$ cat config.mk
export PLATFORM = sky130hd
export DESIGN_NAME = wb_arbiter_flat
export DESIGN_NICKNAME = d
export VERILOG_FILES = /design/src/rtl/wb_arbiter_if.sv /design/src/rtl/wb_arbiter.sv /design/src/flat_wrapper.sv
export SDC_FILE = /design/constraint.sdc
export NUM_CORES = 1
export LEC_CHECK = 0
export CAP_MARGIN = 5
export CORE_MARGIN = 10
export CORE_UTILIZATION = 53
export CTS_CLUSTER_SIZE = 28
export DETAILED_ROUTE_END_ITERATION = 16
export PLACE_DENSITY = 0.95
export SLEW_MARGIN = 10
export SYNTH_ARGS = -nofsm -noshare
export SYNTH_HDL_FRONTEND = slang
export SYNTH_SLANG_ARGS = --single-unit
$ cat constraint.sdc
create_clock -name clk -period 9.4 [get_ports clk]
set_clock_uncertainty 0.05 [all_clocks]
set_input_delay 1.88 -clock clk [delete_from_list [all_inputs] [get_ports clk]]
set_output_delay 1.88 -clock clk [all_outputs]
set_load 0.05 [all_outputs]
$ cat src/rtl/wb_arbiter_if.sv
// Write-back arbiter bus: issue, ALU and multi-cycle result inputs, decode hazard query,
// register file write port and scoreboard. WB_FWD_EN adds the forwarding outputs.
interface wb_arbiter_if #(
   parameter int unsigned XLEN = 64
);
   logic            issue_valid;
   logic [4:0]      issue_rd;
   logic            alu_valid;
   logic [4:0]      alu_rd;
   logic [XLEN-1:0] alu_data;
   logic            mem_valid;
   logic            mem_ready;
   logic [4:0]      mem_rd;
   logic [XLEN-1:0] mem_data;
   logic [4:0]      rs1;
   logic [4:0]      rs2;
   logic [4:0]      chk_rd;
   logic            hazard;
   logic            wen;
   logic [4:0]      rd;
   logic [XLEN-1:0] result;
   logic [31:0]     busy;
`ifdef WB_FWD_EN
   logic            fwd1_hit;
   logic            fwd2_hit;
   logic [XLEN-1:0] fwd1_data;
   logic [XLEN-1:0] fwd2_data;
`endif

   modport master (
      output issue_valid, issue_rd, alu_valid, alu_rd, alu_data,
      output mem_valid, mem_rd, mem_data, rs1, rs2, chk_rd,
      input  mem_ready, hazard, wen, rd, result, busy
`ifdef WB_FWD_EN
      , input fwd1_hit, fwd2_hit, fwd1_data, fwd2_data
`endif
   );

   modport slave (
      input  issue_valid, issue_rd, alu_valid, alu_rd, alu_data,
      input  mem_valid, mem_rd, mem_data, rs1, rs2, chk_rd,
      output mem_ready, hazard, wen, rd, result, busy
`ifdef WB_FWD_EN
      , output fwd1_hit, fwd2_hit, fwd1_data, fwd2_data
`endif
   );
endinterface

$ cat src/rtl/wb_arbiter.sv
// Register file write-side arbiter: ALU results win, multi-cycle results queue in a FIFO,
// busy scoreboard drives the decode hazard. Optional macro WB_FWD_EN adds write-stage forwarding.
module wb_arbiter #(
   parameter int unsigned XLEN  = 64,
   parameter int unsigned DEPTH = 2
) (
   input logic         clk,
   input logic         rst,
   wb_arbiter_if.slave wb
);
   localparam int unsigned AW = $clog2(DEPTH);
   localparam int unsigned PW = AW + 1;

   logic [4:0]      fifo_rd_q   [DEPTH];
   logic [XLEN-1:0] fifo_data_q [DEPTH];
   logic [AW:0]     wr_ptr_q, wr_ptr_d, rd_ptr_q, rd_ptr_d;
   logic            fifo_full, fifo_empty, push, pop;
   logic            sel_valid;
   logic [4:0]      sel_rd;
   logic [XLEN-1:0] sel_data;
   logic            wen_q, wen_d, memsrc_q, memsrc_d;
   logic [4:0]      rd_q, rd_d;
   logic [XLEN-1:0] result_q, result_d;
   logic [31:0]     busy_q, busy_d, haz_busy;
   logic            hazard_c;

   assign fifo_full  = (wr_ptr_q[AW] != rd_ptr_q[AW]) && (wr_ptr_q[AW-1:0] == rd_ptr_q[AW-1:0]);
   assign fifo_empty = (wr_ptr_q == rd_ptr_q);
   assign wb.mem_ready = rst && !fifo_full;
   assign push = wb.mem_valid && wb.mem_ready;

   // Select source, stage the write and update pointers/scoreboard
   always_comb begin
      pop       = !wb.alu_valid && !fifo_empty;
      sel_valid = wb.alu_valid || !fifo_empty;
      sel_rd    = wb.alu_valid ? wb.alu_rd   : fifo_rd_q[rd_ptr_q[AW-1:0]];
      sel_data  = wb.alu_valid ? wb.alu_data : fifo_data_q[rd_ptr_q[AW-1:0]];
      wen_d     = sel_valid && (sel_rd != 5'd0);
      memsrc_d  = pop && (sel_rd != 5'd0);
      rd_d      = wen_d ? sel_rd   : rd_q;
      result_d  = wen_d ? sel_data : result_q;
      wr_ptr_d  = push ? wr_ptr_q + PW'(1) : wr_ptr_q;
      rd_ptr_d  = pop  ? rd_ptr_q + PW'(1) : rd_ptr_q;
      busy_d    = busy_q;
      if (memsrc_q) busy_d[rd_q] = 1'b0;
      // A new issue to the index being retired keeps it busy
      if (wb.issue_valid && (wb.issue_rd != 5'd0)) busy_d[wb.issue_rd] = 1'b1;
   end

   always_comb begin
      haz_busy = busy_q;
`ifdef WB_FWD_EN
      // Source operands retiring this cycle are served by the forward path
      if (memsrc_q) haz_busy[rd_q] = 1'b0;
`endif
      hazard_c = ((wb.rs1 != 5'd0) && haz_busy[wb.rs1]) ||
                 ((wb.rs2 != 5'd0) && haz_busy[wb.rs2]) ||
                 ((wb.chk_rd != 5'd0) && busy_q[wb.chk_rd]);
   end

   always_ff @(posedge clk) begin
      if (!rst) begin
         wr_ptr_q <= '0;
         rd_ptr_q <= '0;
         wen_q    <= 1'b0;
         memsrc_q <= 1'b0;
         rd_q     <= '0;
         result_q <= '0;
         busy_q   <= '0;
      end else begin
         wr_ptr_q <= wr_ptr_d;
         rd_ptr_q <= rd_ptr_d;
         wen_q    <= wen_d;
         memsrc_q <= memsrc_d;
         rd_q     <= rd_d;
         result_q <= result_d;
         busy_q   <= busy_d;
      end
   end

   // Storage needs no reset: pointers define validity, push is blocked in reset
   always_ff @(posedge clk) begin
      if (push) begin
         fifo_rd_q[wr_ptr_q[AW-1:0]]   <= wb.mem_rd;
         fifo_data_q[wr_ptr_q[AW-1:0]] <= wb.mem_data;
      end
   end

   assign wb.hazard = hazard_c;
   assign wb.wen    = wen_q;
   assign wb.rd     = rd_q;
   assign wb.result = result_q;
   assign wb.busy   = busy_q;

`ifdef WB_FWD_EN
   assign wb.fwd1_hit  = wen_q && (rd_q == wb.rs1) && (wb.rs1 != 5'd0);
   assign wb.fwd2_hit  = wen_q && (rd_q == wb.rs2) && (wb.rs2 != 5'd0);
   assign wb.fwd1_data = result_q;
   assign wb.fwd2_data = result_q;
`endif
endmodule

$ cat src/flat_wrapper.sv
// flat-port wrapper written by rule: the top's interface ports become plain ports
module wb_arbiter_flat 
#(
   parameter int unsigned XLEN  = 64,
   parameter int unsigned DEPTH = 2
)
  (clk, rst, wb_issue_valid, wb_issue_rd, wb_alu_valid, wb_alu_rd, wb_alu_data, wb_mem_valid, wb_mem_rd, wb_mem_data, wb_rs1, wb_rs2, wb_chk_rd, wb_mem_ready, wb_hazard, wb_wen, wb_rd, wb_result, wb_busy);
  wb_arbiter_if #(.XLEN(XLEN)) wb_i ();
  input logic clk;
  input logic rst;
  input wire logic [$bits(wb_i.issue_valid)-1:0] wb_issue_valid;
  input wire logic [$bits(wb_i.issue_rd)-1:0] wb_issue_rd;
  input wire logic [$bits(wb_i.alu_valid)-1:0] wb_alu_valid;
  input wire logic [$bits(wb_i.alu_rd)-1:0] wb_alu_rd;
  input wire logic [$bits(wb_i.alu_data)-1:0] wb_alu_data;
  input wire logic [$bits(wb_i.mem_valid)-1:0] wb_mem_valid;
  input wire logic [$bits(wb_i.mem_rd)-1:0] wb_mem_rd;
  input wire logic [$bits(wb_i.mem_data)-1:0] wb_mem_data;
  input wire logic [$bits(wb_i.rs1)-1:0] wb_rs1;
  input wire logic [$bits(wb_i.rs2)-1:0] wb_rs2;
  input wire logic [$bits(wb_i.chk_rd)-1:0] wb_chk_rd;
  output wire logic [$bits(wb_i.mem_ready)-1:0] wb_mem_ready;
  output wire logic [$bits(wb_i.hazard)-1:0] wb_hazard;
  output wire logic [$bits(wb_i.wen)-1:0] wb_wen;
  output wire logic [$bits(wb_i.rd)-1:0] wb_rd;
  output wire logic [$bits(wb_i.result)-1:0] wb_result;
  output wire logic [$bits(wb_i.busy)-1:0] wb_busy;
  assign wb_i.issue_valid = wb_issue_valid;
  assign wb_i.issue_rd = wb_issue_rd;
  assign wb_i.alu_valid = wb_alu_valid;
  assign wb_i.alu_rd = wb_alu_rd;
  assign wb_i.alu_data = wb_alu_data;
  assign wb_i.mem_valid = wb_mem_valid;
  assign wb_i.mem_rd = wb_mem_rd;
  assign wb_i.mem_data = wb_mem_data;
  assign wb_i.rs1 = wb_rs1;
  assign wb_i.rs2 = wb_rs2;
  assign wb_i.chk_rd = wb_chk_rd;
  assign wb_mem_ready = wb_i.mem_ready;
  assign wb_hazard = wb_i.hazard;
  assign wb_wen = wb_i.wen;
  assign wb_rd = wb_i.rd;
  assign wb_result = wb_i.result;
  assign wb_busy = wb_i.busy;
  wb_arbiter #(.XLEN(XLEN), .DEPTH(DEPTH)) u_core (.clk(clk), .rst(rst), .wb(wb_i));
endmodule
### Yosys cells after proc, flatten, opt, wreduce, memory -nomap -nowiden

Memory sizes are Yosys's and may differ from the RTL's. A register that Yosys moved wholly into a read port is not among the register bits.
Cells that the tools add are included.

* memories kept: 2
* output and inout bits: 104
* logic and storage cells: 67
* register bits: 107
* bits of input ports: 163
* RAM bits: 138

* equal/unequal tests: 3
* muxes and demuxes: 20
* add/subtract/negate cells: 2
* reductions and logical operators: 23
* $lt $le $gt $ge: 7
* bitwise logic cells: 3

Memories
* u_core.fifo_data_q: depth 2, width 64, read ports 1, clocked after Yosys merged registers in 1, write ports 1, line wb_arbiter.sv:15 `logic [XLEN-1:0] fifo_data_q [DEPTH];`
* u_core.fifo_rd_q: depth 2, width 5, read ports 1, clocked after Yosys merged registers in 1, write ports 1, line wb_arbiter.sv:14 `logic [4:0] fifo_rd_q [DEPTH];`

Operators with widths (number)
* two-way mux 32 bit: 2
* two-way mux 64 bit: 1
* AND 32 bit: 1
* inverter 32 bit: 1
* bitwise OR 32 bit: 1
* < comparator 5 x 6 -> 1 bit, second input constant: 5
* nonzero test 5 bit: 5
* binary-select mux 1 bit (select 5 bit): 3
* logical AND 1 bit: 12
* two-way mux 1 bit: 11
* demux 1 bit (select 5 bit): 2
* greater-or-equal comparator 5 x 1 -> 1 bit, second input constant: 2
* two-way mux 5 bit: 1
* adder 2 x 1 -> 2 bit, second input constant: 2
* logical NOT 1 bit: 3
* logical OR 1 bit: 3
* equality test 2 bit: 1
* equality test 1 bit: 1
* inequality test 1 bit: 1

### Longest topological paths before layout

Gate-level depths: netlist of the first run.

* depth in word-level cells: 9
* depth in mapped cells: 9
* gate-level depth less buffers: 5

### Worst setup path before layout of the first run

OpenSTA, ideal clock, no wires.

* kind: input port to flip-flop
* start point: input port rst
* end point: memory u_core.fifo_data_q[0][0], enable pin
* setup time: 0.497 ns
* buffers on the path: 0
* data required time: 8.853 ns
* slack: 2.557 ns
* data arrival time: 6.296 ns
* cell stages on the path: 3
* cell sequence: a21boi_0 -> nand2_1 -> nor2_1

* word-level cells in the longest chain between the ends: 4

RTL lines
* start, declared: line flat_wrapper.sv:10 `input logic rst;`
* logical AND 1 bit: line wb_arbiter.sv:29 `assign wb.mem_ready = rst && !fifo_full;`
* logical AND 1 bit: line wb_arbiter.sv:30 `assign push = wb.mem_valid && wb.mem_ready;`
* two-way mux 1 bit: line wb_arbiter.sv:83 `if (push) begin`
* two-way mux 1 bit (not written as such): line wb_arbiter.sv:85 `fifo_data_q[wr_ptr_q[AW-1:0]] <= wb.mem_data;`
* end, declared: line wb_arbiter.sv:15

Every way passes these cells.

### Worst setup path in the final report of the first run

* start point: input port wb_rs1[0]
* end point: output port wb_hazard

* word-level cells in the longest chain between the ends: 5
* elaborated cells between the ends (all ways): 6
* classes of those cells: mux (2); reduce/logical (4)

RTL lines
* start, declared: line flat_wrapper.sv:19 `input wire logic [$bits(wb_i.rs1)-1:0] wb_rs1;`
* binary-select mux 1 bit (select 5 bit): line wb_arbiter.sv:56 `hazard_c = ((wb.rs1 != 5'd0) && haz_busy[wb.rs1]) ||`
* two-way mux 1 bit (not written as such): line wb_arbiter.sv:56
* logical AND 1 bit (*): line wb_arbiter.sv:56
* logical OR 1 bit (*): line wb_arbiter.sv:56
* logical OR 1 bit (*): line wb_arbiter.sv:57 `((wb.rs2 != 5'd0) && haz_busy[wb.rs2]) ||`
* end, declared: line flat_wrapper.sv:23 `output wire logic [$bits(wb_i.hazard)-1:0] wb_hazard;`

Every way passes the cells marked *; elsewhere a longest branch is shown, timed or not. The select of a mux whose other input is x is not followed.

==> impl_metrics.env, run 1 <==
export IMPL_worstPathArrival_ns=4.72
export IMPL_synthCells=946
export IMPL_h_tree_depth=1
export IMPL_grt_pass1_wl_um=52400
export IMPL_overflow=0
export IMPL_chipWidth_um=162
export IMPL_startpoint_type="input pin"
export IMPL_area_growth_syn_to_layout_pct=33.5
export IMPL_yosys_top_cells_area="edfxtp_1 (39%), dfxtp_1 (20%), mux2i_1 (13%)"
export IMPL_wl_um=34900
export IMPL_wl_met3_um=3800
export IMPL_reg2reg_slack_ns=5.54
export IMPL_powerDensity_nw_per_um2=205
export IMPL_clockRootBuffer="clkbuf_16"
export IMPL_firstDrtPassIters=5
export IMPL_end_kind="primary output"
export IMPL_cts_tree="done"
export IMPL_p_leak_nw=5.05
export IMPL_tightest_slew_ns=1.07
export IMPL_path_cells="clkdlybuf4s50_1 -> mux4_2 -> mux2_2 -> a311oi_1 -> nand4_1 -> clkdlybuf4s50_1"
export IMPL_holdPathEnd="u_core.wb.result[28]$_SDFFE_PN0P_"
export IMPL_switching_share_pct=29.6
export IMPL_avgSynthCellArea_sq_um=11.4
export IMPL_vias=8654
export IMPL_rsz0062_at_grt="false"
export IMPL_wl_per_cell_um=23.6
export IMPL_clockBufferDepth=3
export IMPL_rows=52
export IMPL_drc=0
export IMPL_min_from="u_core.wb.result[28]$_SDFFE_PN0P_"
export IMPL_clock_power_share_pct=34.2
export IMPL_synth_most_common_cell="nand2_1"
export IMPL_cp_max_fo=9
export IMPL_ir_drop_v=0.000175
export IMPL_synth_seq_cells=246
export IMPL_slowest_delay_ns=0.85
export IMPL_seqPwrFrac_pct=43.4
export IMPL_drive_above_1_share_pct=6.84
export IMPL_yosysTopAreaCell="edfxtp_1"
export IMPL_crit_top_cell="clkdlybuf4s50_1"
export IMPL_worst_hold_path_num_cells=2
export IMPL_critPathKind="in2out"
export IMPL_drt_iter0_drc=813
export IMPL_syn_area_sq_um=10800
export IMPL_power_switching_mw=0.872
export IMPL_final_cells=1474
export IMPL_grt_max_degree=113
export IMPL_start_util_pct=53.5
export IMPL_yosys_most_used_dff="edfxtp_1"
export IMPL_wl_met1_um=12700
export IMPL_ys_seq_area_share_pct=58.6
export IMPL_synthTopCellsByCount="nand2_1 (244), mux2i_1 (141), edfxtp_1 (138), dfxtp_1 (108), o21ai_0 (103)"
export IMPL_post_dp_hpwl_um=22700
export IMPL_routabilityCongestion=0.914
export IMPL_antenna_found_initial=5
export IMPL_dr_max_layer_used="met4"
export IMPL_grt_pass1_vias=8852
export IMPL_fin_crit_sh_pct=70.7
export IMPL_ys_types=40
export IMPL_status="completed"
export IMPL_synth_top_area_share_pct=38.5
export IMPL_cts_setup_buffers=0
export IMPL_finalSetupTns_ns=0
export IMPL_cp_required_ns=7.47
export IMPL_p_total_mw=2.94
export IMPL_core_sq_um=20100
export IMPL_reg2reg_to="u_core.wb.result[36]$_SDFFE_PN0P_"
export IMPL_ant_nets=0
export IMPL_r2r_cells=7
export IMPL_postCtsHoldBufs=0
export IMPL_min_period_ns=6.65
export IMPL_grt_util_all_layers_pct=25.3
export IMPL_dp_cells=1425
export IMPL_maxCapViolCount=0
export IMPL_async_flop_share_pct=0
export IMPL_nets=1344
export IMPL_slowest_stage="clkdlybuf4s50_1"
export IMPL_insertion_delay_ns=0.52
export IMPL_final_setup_viol_count=0
export IMPL_die_area_sq_um=26400
export IMPL_portBuffers=266
export IMPL_cts_sinks=246
export IMPL_synth_edf_count=138
export IMPL_slew_violations=0
export IMPL_io_pins=267
export IMPL_hold_viol=0
export IMPL_intPower_mw=2.07
export IMPL_clk_pin_slew_ns=0.06
export IMPL_fmax_ghz=0.150
export IMPL_ys_warnings_count=0
export IMPL_met2WireLength_um=17200
export IMPL_combPwrFrac_pct=22.4
export IMPL_die_h_um=162
export IMPL_hold_class="reg2reg"
export IMPL_utilization_pct=71.4
export IMPL_relSlewSlack_pct=28.7
export IMPL_cts_resized=0
export IMPL_viasPerCell=5.87
export IMPL_syn_nets=1109
export IMPL_cts_buffers=24
## how the worst max path moves through the flow
stage	end	cells past startpoint	start	slack [ns]
2_1_floorplan	u_core.fifo_data_q[0][0]$_DFFE_PP_	3	rst	2.56
3_3_place_gp	wb_hazard	6	wb_rs1[0]	2.73
4_1_cts	wb_hazard	6	wb_rs1[0]	2.75
6_report	wb_hazard	6	wb_rs1[0]	2.75
3_5_place_dp	wb_hazard	6	wb_rs1[0]	2.77
5_1_grt	wb_hazard	6	wb_rs1[0]	2.63
## per-stage QoR
step                      instance area [sq um]  worst slack, ns  hold slack, ns
after CTS                                 14400             2.75           0.411
after detailed placement                  13500             2.77           0.401
after global routing                      14400             2.63           0.436
after floorplan                           10800             2.56           0.503
final                                     14400             2.75           0.409
after global placement                    13500             2.73           0.392
## final cells by class
| type | count | area, sq um |
|---|---|---|
| clock buffer | 31 | 678 |
| sequential | 246 | 6310 |
| multi-input combinational | 635 | 4170 |
| tap | 270 | 338 |
| inverter | 2 | 7.51 |
| fill | 1240 | 5740 |
| timing repair buffer | 272 | 2700 |
| clock inverter | 13 | 149 |
| antenna | 5 | 12.5 |
## state kept, by name, summed over array words and instances (netlist names), named ones only
name and flops:
u_core.memsrc_q 1, u_core.wb.rd 5, u_core.wb.wen 1, u_core.fifo_data_q 128, u_core.wr_ptr_q 2, u_core.wb.busy 32
u_core.fifo_rd_q 10, u_core.wb.result 64, u_core.rd_ptr_q 2
## per-layer routing
| metal | vias to the layer above | track usage [%] |
|---|---|---|
| met2 | 529 | 43.4 |
| met3 | 82 | 7.20 |
| met1 | 4193 | 29.5 |
| met4 | 0 | 9.35 |
| li1 | 3850 | - |
| met5 | - | 0 |
## critical path: cells and delay by family
| family | cells | cell delay, ns |
|---|---|---|
| buf+inv | 2 | 1.58 |
| mux | 2 | 0.86 |
| simple gates | 1 | 0.13 |
| compound gates | 1 | 0.27 |
## logic make-up (layout without fill, tap and decap cells)
logic type | count (synthesis) | after routing | share of synthesized area [%]
AOI/OAI and AO/OA | 153 | 153 | 8.23
muxes | 168 | 168 | 17.8
and+or+nand+nor | 307 | 307 | 11.9
buffers and inverters | 65 | 318 | 2.84
DFF | 246 | 246 | 58.6
other | 0 | 5 | 0
xor gates and xnor gates | 7 | 7 | 0.570
## cell usage in the layout, fill, tap and decap left out, types with 3 or more instances in the layout
master / n
a31oi_1: 3
dfxtp_1: 107
clkinv_2: 3
nand2_1: 244
clkinv_1: 3
nand3b_1: 7
nand4_1: 3
and2_1: 4
mux2i_1: 141
o21ai_0: 103
xnor2_1: 5
a21boi_0: 33
nor2b_1: 3
bufinv_16: 3
clkdlybuf4s50_1: 264
buf_4: 8
clkbuf_1: 3
nor2_1: 19
diode_2: 5
mux2_2: 9
mux4_2: 18
clkbuf_8: 3
or3b_2: 3
nor3b_1: 4
a21oi_1: 4
nand3_1: 7
clkbuf_16: 25
edfxtp_1: 138
## power groups by stage
stage          registers, mW  clock network (mW)  logic, mW
2_1_floorplan           1.43                   0      0.274
3_3_place_gp            1.29                   0      0.631
3_5_place_dp            1.29                   0      0.647
4_1_cts                 1.28                1.01      0.657
5_1_grt                 1.28                1.05      0.691
6_report                1.28                1.01      0.659
No activity file was read; power rests on OpenSTA's default activity.
==> run 2: changes to the inputs <==
--- a/config.mk
+++ b/config.mk
@@ -7,10 +7,10 @@
 export LEC_CHECK = 0
 export CAP_MARGIN = 5
 export CORE_MARGIN = 10
-export CORE_UTILIZATION = 53
+export CORE_UTILIZATION = 50
 export CTS_CLUSTER_SIZE = 28
 export DETAILED_ROUTE_END_ITERATION = 16
-export PLACE_DENSITY = 0.95
+export PLACE_DENSITY = 0.91
 export SLEW_MARGIN = 10
 export SYNTH_ARGS = -nofsm -noshare
 export SYNTH_HDL_FRONTEND = slang
==> constraint.sdc (replaced) <==
create_clock -name clk -period 6.5 [get_ports clk]
set_clock_uncertainty 0.05 [all_clocks]
set_input_delay 1.3 -clock clk [delete_from_list [all_inputs] [get_ports clk]]
set_output_delay 1.3 -clock clk [all_outputs]
set_load 0.05 [all_outputs]
==> run 2 against run 1 <==
Via count shrank 3.9%. Routed wire length shrank 6.6%. Die area grew 5.3%. Cell count is essentially flat. Critical path depth is the same. Critical path type unchanged.
==> impl_metrics.env, run 2 (synthesis results as in run 1) <==
export IMPL_status="completed"
export IMPL_post_dp_hpwl_um=22400
export IMPL_tightest_slew_ns=1.07
export IMPL_insertion_delay_ns=0.51
export IMPL_hold_viol=0
export IMPL_clk_pin_slew_ns=0.06
export IMPL_final_cells=1475
export IMPL_startpoint_type="input pin"
export IMPL_fin_crit_sh_pct=84.8
export IMPL_overflow=0
export IMPL_antenna_found_initial=3
export IMPL_fmax_ghz=0.181
export IMPL_die_h_um=167
export IMPL_min_from="u_core.wb.result[10]$_SDFFE_PN0P_"
export IMPL_critPathKind="in2out"
export IMPL_chipWidth_um=167
export IMPL_utilization_pct=67.9
export IMPL_h_tree_depth=1
export IMPL_clockRootBuffer="clkbuf_16"
export IMPL_portBuffers=266
export IMPL_grt_util_all_layers_pct=22.1
export IMPL_relSlewSlack_pct=28.7
export IMPL_cts_resized=0
export IMPL_postCtsHoldBufs=0
export IMPL_firstDrtPassIters=5
export IMPL_reg2reg_to="u_core.wb.result[40]$_SDFFE_PN0P_"
export IMPL_holdPathEnd="u_core.wb.result[10]$_SDFFE_PN0P_"
export IMPL_final_common_cell="clkdlybuf4s50_1"
export IMPL_min_period_ns=5.51
export IMPL_clockBufferDepth=3
export IMPL_worst_hold_path_num_cells=2
export IMPL_worstPathArrival_ns=4.16
export IMPL_hold_class="reg2reg"
export IMPL_grt_pass1_wl_um=49600
export IMPL_wl_per_cell_um=22.1
export IMPL_cts_buffers=24
export IMPL_final_setup_viol_count=0
export IMPL_routabilityCongestion=0.897
export IMPL_cp_max_fo=9
export IMPL_viasPerCell=5.64
export IMPL_drive_above_1_share_pct=6.34
export IMPL_rows=53
export IMPL_r2r_cells=6
export IMPL_p_leak_nw=5.02
export IMPL_start_util_pct=51.0
export IMPL_io_pins=267
export IMPL_slew_violations=0
export IMPL_grt_max_degree=102
export IMPL_die_area_sq_um=27800
export IMPL_ir_drop_v=0.000258
export IMPL_cts_tree="done"
export IMPL_dp_cells=1429
export IMPL_maxCapViolCount=0
export IMPL_vias=8313
export IMPL_drc=0
export IMPL_end_kind="primary output"
export IMPL_cp_startpoint="wb_rs1[0]"
export IMPL_powerDensity_nw_per_um2=291
export IMPL_grt_pass1_vias=8397
export IMPL_rsz0062_at_grt="false"
export IMPL_final_cell_mix="clkdlybuf4s50_1 (264), nand2_1 (244), mux2i_1 (141), edfxtp_1 (138), dfxtp_1 (107)"
export IMPL_core_sq_um=21100
export IMPL_wl_um=32600
export IMPL_drt_iter0_drc=614
export IMPL_reg2reg_slack_ns=3.47
export IMPL_ant_nets=0
export IMPL_area_growth_syn_to_layout_pct=33.0
export IMPL_cp_required_ns=5.15
export IMPL_cts_setup_buffers=0
export IMPL_largest_reg_flops=128
export IMPL_nets=1343
export IMPL_finalSetupTns_ns=0
export IMPL_cts_sinks=246
-- run 2: final cells by class --
type / instances / area, sq um
Fill cell: 1467 / 6780
Sequential cell: 246 / 6310
Multi-Input combinational cell: 635 / 4170
Timing Repair Buffer: 271 / 2700
Clock buffer: 36 / 687
Tap cell: 275 / 344
Clock inverter: 8 / 90.1
Inverter: 2 / 7.51
Antenna cell: 2 / 5.00
-- run 2: routing by layer --
metal  vias to the layer above  part of all wire (%)  GRT usage, %
met5                         -                 0.055             0
met4                         2                   2.6          6.38
met3                        56                   9.8          7.15
met2                       404                    50          37.5
met1                      4001                    38          26.3
li1                       3850                     -             -
-- run 2: worst max path at each step --
stage / to / depth (start not counted)
4_1_cts: wb_hazard / 6
5_1_grt: wb_hazard / 6
2_1_floorplan: u_core.fifo_data_q[0][0]$_DFFE_PP_ / 3
3_3_place_gp: wb_hazard / 6
6_report: wb_hazard / 6
3_5_place_dp: wb_hazard / 6
-- run 2: critical path, cell delays in order --
cell             delay, ns
clkdlybuf4s50_1       0.85
mux4_2                0.57
mux2_2                0.28
a311oi_1              0.28
nand4_1               0.14
clkdlybuf4s50_1       0.74
-- run 2: power breakdown --
part	total (mW)	switching, mW	internal [mW]	leakage [nW]
clock	1.38	0.571	0.809	0.376
combinational	0.945	0.566	0.379	2.49
sequential	1.84	0.0762	1.76	2.15
total	4.16	1.21	2.95	5.02
-- run 2: through the flow --
stage / cell area [sq um] / power, mW / hold slack [ns] / worst slack [ns]
6_report: 14300 / 4.16 / 0.411 / 0.990
5_1_grt: 14300 / 4.30 / 0.432 / 0.799
4_1_cts: 14300 / 4.18 / 0.413 / 0.965
3_5_place_dp: 13500 / 2.81 / 0.403 / 0.968
3_3_place_gp: 13500 / 2.79 / 0.393 / 0.978
2_1_floorplan: 10800 / 2.47 / 0.503 / 0.237
==> run 3: changes to the inputs <==
--- a/config.mk
+++ b/config.mk
@@ -7,10 +7,10 @@
 export LEC_CHECK = 0
 export CAP_MARGIN = 5
 export CORE_MARGIN = 10
-export CORE_UTILIZATION = 50
+export CORE_UTILIZATION = 45
 export CTS_CLUSTER_SIZE = 28
 export DETAILED_ROUTE_END_ITERATION = 16
-export PLACE_DENSITY = 0.91
+export PLACE_DENSITY = 0.87
 export SLEW_MARGIN = 10
 export SYNTH_ARGS = -nofsm -noshare
 export SYNTH_HDL_FRONTEND = slang
==> constraint.sdc (replaced) <==
create_clock -name clk -period 4.45 [get_ports clk]
set_clock_uncertainty 0.05 [all_clocks]
set_input_delay 0.89 -clock clk [delete_from_list [all_inputs] [get_ports clk]]
set_output_delay 0.89 -clock clk [all_outputs]
set_load 0.05 [all_outputs]
==> run 3 against run 2 <==
Cell area grew 0.98%. Global-route usage shrank 2.5 points. Sequential power grew 46%. Critical path depth grew 1. Worst hold slack lost 0.0034 ns. Clock power grew 50%. Sequential share of layout area shrank 0.43 points. Die area grew 9.7%. Critical path type unchanged. Highest routed layer unchanged.
==> impl_metrics.env, run 3 (synthesis results as in run 1) <==
export IMPL_grt_max_degree=112
export IMPL_portBuffers=266
export IMPL_worst_slack_ns=0.481
export IMPL_slew_violations=0
export IMPL_cts_buffers=25
export IMPL_hold_class="reg2reg"
export IMPL_antenna_found_initial=5
export IMPL_grt_pass1_wl_um=47800
export IMPL_intPower_mw=4.34
export IMPL_hold_viol=0
export IMPL_cts_sinks=246
export IMPL_powerDensity_nw_per_um2=424
export IMPL_tightest_slew_ns=1.13
export IMPL_cts_tree="done"
export IMPL_cp_required_ns=3.51
export IMPL_clockBufferDepth=3
export IMPL_switching_share_pct=29.1
export IMPL_critPathKind="in2out"
export IMPL_postCtsHoldBufs=0
export IMPL_maxCapViolCount=0
export IMPL_final_common_cell="clkdlybuf4s50_1"
export IMPL_cp_max_fo=9
export IMPL_power_switching_mw=1.78
export IMPL_startpoint_type="input pin"
export IMPL_combPwrFrac_pct=22.5
export IMPL_relSlewSlack_pct=24.4
export IMPL_wl_per_cell_um=20.7
export IMPL_finalSetupTns_ns=0
export IMPL_p_leak_nw=5.07
export IMPL_firstDrtPassIters=5
export IMPL_grt_util_all_layers_pct=19.6
export IMPL_wl_um=31600
export IMPL_clk_pin_slew_ns=0.06
export IMPL_pre_cts_slack_ns=0.477
export IMPL_drive_above_1_share_pct=7.15
export IMPL_worstPathArrival_ns=3.03
export IMPL_die_area_sq_um=30500
export IMPL_ir_drop_v=0.000411
export IMPL_fmax_ghz=0.252
export IMPL_status="completed"
export IMPL_grt_pass1_vias=8222
export IMPL_final_cell_mix="clkdlybuf4s50_1 (263), nand2_1 (244), mux2i_1 (141), edfxtp_1 (138), dfxtp_1 (107)"
export IMPL_cts_setup_buffers=0
export IMPL_routabilityCongestion=0.920
export IMPL_final_setup_viol_count=0
export IMPL_post_dp_hpwl_um=22100
export IMPL_overflow=0
export IMPL_start_util_pct=45.8
export IMPL_p_total_mw=6.13
export IMPL_drc=0
export IMPL_clockRootBuffer="clkbuf_16"
export IMPL_seqPwrFrac_pct=43.8
export IMPL_rsz0062_at_grt="false"
export IMPL_clock_power_share_pct=33.8
export IMPL_die_h_um=175
export IMPL_viasPerCell=5.40
export IMPL_end_kind="primary output"
export IMPL_min_period_ns=3.97
export IMPL_area_growth_syn_to_layout_pct=34.3
export IMPL_ant_nets=0
export IMPL_core_sq_um=23500
export IMPL_fin_crit_sh_pct=89.2
export IMPL_cts_resized=0
export IMPL_drt_iter0_drc=587
export IMPL_insertion_delay_ns=0.51
export IMPL_vias=8230
export IMPL_chipWidth_um=175
export IMPL_rows=56
export IMPL_largest_reg_flops=128
export IMPL_h_tree_depth=1
export IMPL_io_pins=267
export IMPL_nets=1347
-- run 3: path summary, 6_finish.rpt --
path / end / cells past startpoint / from / slack [ns]
max: wb_hazard / 7 / wb_rs2[0] / 0.48
min: u_core.wb.result[16]$_SDFFE_PN0P_ / 2 / u_core.wb.result[16]$_SDFFE_PN0P_ / 0.41
max reg2reg: u_core.fifo_data_q[0][28]$_DFFE_PP_ / 5 / u_core.wr_ptr_q[0]$_SDFFE_PN0P_ / 1.90
min reg2reg: u_core.wb.result[16]$_SDFFE_PN0P_ / 2 / u_core.wb.result[16]$_SDFFE_PN0P_ / 0.41
-- run 3: final cells by class --
class                   instances  area (sq um)
fillers                      1861          9020
flip-flops and latches        246          6310
multi-input cells             635          4170
repair buffers                274          2730
clock buffers                  39           790
well taps                     319           399
clock inverters                 7          37.5
inverters                       2          7.51
diodes                          3          7.51
-- run 3: metrics by stage --
step / utilization (%) / hold WS [ns] / instance area [sq um] / cells
final: 61.6 / 0.407 / 14400 / 1525
after global routing: 61.5 / 0.421 / 14400 / 1524
after CTS: 61.5 / 0.409 / 14400 / 1522
after detailed placement: 58.0 / 0.401 / 13600 / 1476
after global placement: 58.0 / 0.393 / 13600 / 1476
after floorplan: - / 0.503 / 10800 / 946
-- run 3: critical path, stage by stage --
cell and delay [ns]:
clkdlybuf4s50_1 0.77, mux4_2 0.56, nand3_1 0.10, nand4_1 0.11
a311oi_1 0.28, nand4_1 0.12, buf_4 0.20
-- run 3: power by group through the flow --
| stage | Clock (mW) | Combinational, mW | Sequential, mW |
|---|---|---|---|
| after floorplan | 0 | 0.580 | 3.02 |
| after global placement | 0 | 1.36 | 2.72 |
| after detailed placement | 0 | 1.38 | 2.73 |
| after CTS | 2.10 | 1.38 | 2.68 |
| after global routing | 2.19 | 1.45 | 2.70 |
| final | 2.07 | 1.38 | 2.68 |
-- run 3: layer usage --
| metal | vias to the layer above | track usage (%) | part of all wire, % |
|---|---|---|---|
| li1 | 3858 | - | - |
| met1 | 3958 | 23.6 | 39 |
| met2 | 355 | 33.5 | 49 |
| met3 | 57 | 4.98 | 8.8 |
| met4 | 2 | 6.68 | 3.0 |
| met5 | - | 0 | 0.028 |
